[src/rtl/gry_ptr_rx.sv]
// ---------------------------------------------------------------------------
// gry_ptr_rx
//
// Receives a gray-coded FIFO pointer from a remote clock domain, synchronizes
// it into clk, decodes it to binary and derives FIFO occupancy against the
// local binary pointer. Two sticky error flags report a synchronized gray
// value that moved by more than one bit, and an occupancy beyond the depth.
//
// Parameters
//   P_NUM_BITS    pointer width including the wrap bit; depth = 2**(P_NUM_BITS-1)
//   P_SYNC_STAGES synchronizer length, 2..4
//   P_MODE        0: read side (remote = write pointer)
//                 1: write side (remote = read pointer)
//
// Ports
//   clk            clock, all state on posedge
//   rst            synchronous active-high reset
//   gry_ptr_async  gray pointer from the remote domain (asynchronous)
//   loc_bin_ptr    local binary pointer (next-count value)
//   clr_err        clears err_gray / err_range on the next edge
//   rmt_bin_ptr    synchronized remote pointer in binary (registered)
//   level          occupancy 0..depth (registered, saturating)
//   empty          level == 0 (registered)
//   full           level == depth (registered)
//   err_gray       sticky: multi-bit change seen on the synchronized gray value
//   err_range      sticky: computed occupancy exceeded the depth
// ---------------------------------------------------------------------------
module gry_ptr_rx #(
    parameter int unsigned P_NUM_BITS    = 8,
    parameter int unsigned P_SYNC_STAGES = 2,
    parameter int unsigned P_MODE        = 0
) (
    input  logic                  clk,
    input  logic                  rst,
    input  logic [P_NUM_BITS-1:0] gry_ptr_async,
    input  logic [P_NUM_BITS-1:0] loc_bin_ptr,
    input  logic                  clr_err,
    output logic [P_NUM_BITS-1:0] rmt_bin_ptr,
    output logic [P_NUM_BITS-1:0] level,
    output logic                  empty,
    output logic                  full,
    output logic                  err_gray,
    output logic                  err_range
);

    localparam int unsigned           LAST  = P_SYNC_STAGES - 1;
    localparam logic [P_NUM_BITS-1:0] DEPTH = P_NUM_BITS'(2 ** (P_NUM_BITS - 1));

    // Synchronizer chain: plain flop-to-flop, nothing between stages.
    logic [P_NUM_BITS-1:0] sync_q [P_SYNC_STAGES];
    logic [P_NUM_BITS-1:0] prev_gry;

    logic [P_NUM_BITS-1:0] gry_last;
    logic [P_NUM_BITS-1:0] gry_delta;
    logic [P_NUM_BITS-1:0] rmt_bin_nxt;
    logic [P_NUM_BITS-1:0] diff;
    logic [P_NUM_BITS-1:0] level_nxt;
    logic                  gray_jump;
    logic                  over_range;

    assign gry_last  = sync_q[LAST];
    assign gry_delta = gry_last ^ prev_gry;

    // Gray decode: bin[j] is the XOR of g[j..MSB], built as the XOR of g
    // shifted right by every distance.
    always_comb begin
        rmt_bin_nxt = gry_last;
        for (int unsigned i = 1; i < P_NUM_BITS; i++) begin
            rmt_bin_nxt = rmt_bin_nxt ^ (gry_last >> i);
        end
    end

    // More than one bit set in the delta: clearing the lowest set bit
    // leaves something behind.
    assign gray_jump = (gry_delta & (gry_delta - P_NUM_BITS'(1))) != '0;

    // Occupancy, modulo 2**P_NUM_BITS, oriented by which side we are on.
    always_comb begin
        if (P_MODE == 0) begin
            diff = rmt_bin_ptr - loc_bin_ptr;
        end else begin
            diff = loc_bin_ptr - rmt_bin_ptr;
        end
        over_range = diff > DEPTH;
        level_nxt  = over_range ? DEPTH : diff;
    end

    always_ff @(posedge clk) begin
        if (rst) begin
            for (int unsigned k = 0; k < P_SYNC_STAGES; k++) begin
                sync_q[k] <= '0;
            end
            prev_gry    <= '0;
            rmt_bin_ptr <= '0;
            level       <= '0;
            empty       <= 1'b1;
            full        <= 1'b0;
            err_gray    <= 1'b0;
            err_range   <= 1'b0;
        end else begin
            sync_q[0] <= gry_ptr_async;
            for (int unsigned k = 1; k < P_SYNC_STAGES; k++) begin
                sync_q[k] <= sync_q[k-1];
            end
            prev_gry    <= gry_last;
            rmt_bin_ptr <= rmt_bin_nxt;
            level       <= level_nxt;
            empty       <= (level_nxt == '0);
            full        <= (level_nxt == DEPTH);
            // A new error condition overrides a simultaneous clear.
            err_gray    <= gray_jump  | (err_gray  & ~clr_err);
            err_range   <= over_range | (err_range & ~clr_err);
        end
    end

endmodule

[config.mk]
export PLATFORM = sky130hd
export DESIGN_NAME = gry_ptr_rx
export DESIGN_NICKNAME = d
export VERILOG_FILES = /design/src/rtl/gry_ptr_rx.sv
export SDC_FILE = /design/constraint.sdc
export NUM_CORES = 1
export LEC_CHECK = 0
export CAP_MARGIN = 20
export CORE_MARGIN = 5
export CORE_UTILIZATION = 35
export DETAILED_ROUTE_END_ITERATION = 10
export PLACE_DENSITY = 0.58
export REMOVE_ABC_BUFFERS = 1
export SYNTH_ARGS = -nofsm -noshare
export SYNTH_HDL_FRONTEND = slang
export SYNTH_SLANG_ARGS = --single-unit
[constraint.sdc]
create_clock -name clk -period 2.4 [get_ports clk]
set_clock_uncertainty 0.1 [all_clocks]
set_input_delay 0.36 -clock clk [delete_from_list [all_inputs] [get_ports clk]]
set_output_delay 0.36 -clock clk [all_outputs]
set_load 0.01 [all_outputs]
==> results by group <==
Timing
  • FMAX: 433 MHz
  • Endpoints failing setup: 0
  • Hold Vio Cnt, Final: 0
  • Relative slew slack: 0.744
  • Setup TNS Final: 0 ns
  • Final Cycle Share: 0.961
  • Final Slew Violations: 0
  • Slew of the pin with the lowest slew margin: 0.381 ns
  • Tmin final: 2.31 ns
  • RSZ-0062 raised after global routing: no

Floorplan
  • Die W: 81.4 um
  • Die area: 6620 um2
  • Initial Util: 0.356
  • # IOs: 39
  • Core Region: 5010 um2
  • # rows: 26
  • DIE HEIGHT: 81.4 um

CTS
  • Worst-path clk slew: 0.08 ns
  • CTS tree: done
  • CTS root buf: clkbuf_8
  • CTS HTree Levels: 2
  • CTS Sinks: 43
  • Clock Latency Late Sink: 0.30 ns
  • Hold_buf cts: 0
  • Maximum clock path buffer count: 2
  • Total CTS buffers: 5

Cells and area
  • Area of the multi-input gates: 876 um2
  • Design area: 2450 um2
  • Share of layout cells above drive strength 1: 0.160
  • Sequential cell area: 861 um2
  • Most frequent cells in the layout: 43 x dfxtp_1, 37 x clkdlybuf4s50_1, 25 x nor2b_1
  • Most common cell after layout, fill and taps aside: dfxtp_1
  • # fillers: 493
  • Fin nets: 257
  • N_diodes: 0
  • Area Growth Syn to Fin: 37.4%

Yosys
  • Synthesized area per cell: 10.1 um2
  • Synth warn: 0
  • Sequential fraction of the synthesis area: 0.483
  • Multiplexer share of the synthesized area: 0
  • Largest family of logic cells by synthesized area: simple AND/OR/NAND/NOR gates
  • Syn Std Cell Area: 1780 um2
  • Synth Area in Compound Gates: 0.101
  • Synth Area in Simple Gates: 0.202
  • Prevailing post-synth register cell: dfxtp_1
  • Number of synthesized register bits: 43
  • Post-synth cell types: 41
  • Synth Area in XOR/XNOR: 0.110
  • Area share of fa/ha/maj cells after synthesis: 0.0604
  • Mapped Cells: 177
  • Post-synth EDFFs: 0
  • Ys async rst share: 0

Worst setup path
  • Crit path DAT: 2.43 ns
  • CP required: 2.52 ns
  • Slowest stage delay, CP: 0.45 ns
  • Slowest CP cell: clkdlybuf4s50_1
  • Worst setup EP type: flop
  • WS Path Type: in -> reg
  • Setup crit start kind: primary input
  • Crit path buf inv count: 2
  • Cell family with most CP delay: simple AND/OR/NAND/NOR gates
  • Crit path max fanout: 6
  • Cells along the critical path: clkdlybuf4s50_1 -> inv_1 -> ha_1 -> nor2b_1 -> o2111a_2 -> or3_1 -> a41o_2 -> nor3_1

Detailed routing
  • Via count: 1,302
  • Met2 wire length: 1.48 mm
  • DRT Pass-1 Iters: 4
  • Vias/cell: 4.33
  • Wire length on met1: 1.35 mm
  • Routed Antenna Nets: 0
  • First-iteration detailed-routing DRC count: 17
  • Max Used Layer: met4
  • WL final: 3.13 mm
  • WL/cell: 10.4 um
  • Met3 wire len: 218 um
  • Drt drc: 0

Outcome
  • Status: finished clean

Global routing
  • Global-route wire length before repair: 5.11 mm
  • Antenna violations before repair: 0
  • Largest net degree at the start of global routing: 30
  • Gr ovfl total: 0
  • GR Util All Layers: 0.104
  • Vias in the first global route: 1,142

Min path
  • Hold/Removal Path Class: reg -> reg

Placement
  • Area after DPL: 2290 um2
  • Routability cong.: 0.748
  • Post-DP HPWL: 2.32 mm
  • Number of port buffers: 38

Power
  • Peak VDD IR: 315 uV
  • Reported leakage power: 0.00105 uW
  • Pwr/cell area: 710 nW/um2

Run
  • Total of max-cap violations: 0
==> state kept, by name, summed over array words and instances (netlist names) <==
name	flops
empty	1
err_gray	1
err_range	1
full	1
level	8
prev_gry	8
rmt_bin_ptr	7
sync_q	16
==> area by class of cell <==
class | count | area share
flip-flops and latches | 43 | 0.352
well taps | 70 | 0.0358
multi-input cells | 116 | 0.358
clock inverters | 2 | 0.00664
repair buffers | 51 | 0.195
inverters | 13 | 0.0199
clock buffers | 6 | 0.0337
==> routing by layer <==
layer,up-vias,global-route usage
li1,692,-
met1,571,0.118
met2,31,0.171
met3,8,0.0322
met4,0,0.0608
met5,-,0
==> per-stage QoR <==
stage / setup slack [ns] / hold WS (ns) / utilization / total power, uW / cells
after floorplan: 0.190 / 0.314 / - / 1040 / 172
after global placement: -0.306 / 0.316 / 0.458 / 1230 / 290
after detailed placement: -0.364 / 0.325 / 0.458 / 1240 / 290
after CTS: 0.0581 / 0.345 / 0.482 / 1730 / 300
after global routing: 0.00752 / 0.357 / 0.489 / 1840 / 301
final: 0.0932 / 0.341 / 0.489 / 1740 / 301
==> worst reg2reg max path: stages, from the launching register on <==
cell and delay (ns):
dfxtp_1 0.32, inv_1 0.08, ha_2 0.20, inv_2 0.05, fa_2 0.34, buf_4 0.14
buf_4 0.13, xnor2_2 0.16, and3_4 0.20, o221ai_2 0.09, a211oi_2 0.26, o32ai_1 0.10
==> cells in the mapped netlist (4+ instances only) <==
| library cell | instances | area [um2] |
|---|---|---|
| nor2_1 | 15 | 56.3 |
| nor2b_1 | 25 | 156 |
| o21ai_0 | 4 | 20.0 |
| ha_1 | 7 | 87.6 |
| dfxtp_1 | 43 | 861 |
| xor2_1 | 11 | 96.3 |
| inv_1 | 13 | 48.8 |
| nand2_1 | 4 | 15.0 |
| xnor2_1 | 4 | 35.0 |
| a21oi_1 | 6 | 30.0 |
| nor3_1 | 4 | 20.0 |
==> kinds of logic (layout without fill, tap and decap cells) <==
logic type / after synthesis / after routing
fa+ha+maj: 8 / 8
buf+inv: 18 / 72
xor+xnor: 18 / 18
flops: 43 / 43
simple gates: 64 / 64
compound gates: 26 / 26
==> worst paths after layout <==
kind / from / end / slack (ns) / cells past startpoint
max reg2reg: rmt_bin_ptr[0] / err_range / 0.14 / 11
min: sync_q[0][0] / sync_q[0][8] / 0.34 / 1
max: loc_bin_ptr[1] / level[4] / 0.09 / 8
min reg2reg: sync_q[0][0] / sync_q[0][8] / 0.34 / 1
==> report_power, final <==
part	internal (uW)	switching [uW]
clock	235	249
sequential	773	26.1
combinational	263	193
total	1270	469
==> timing repair <==
action                                 4_1_cts  5_1_grt
pin swaps                                    7        4
buffers inserted                             2        1
cloned                                       0        0
setup endpoints to repair                    2        5
endpoints found under the hold margin        0        0
resized for setup                            4        6
Note: power is estimated with default switching activity, not from simulation.
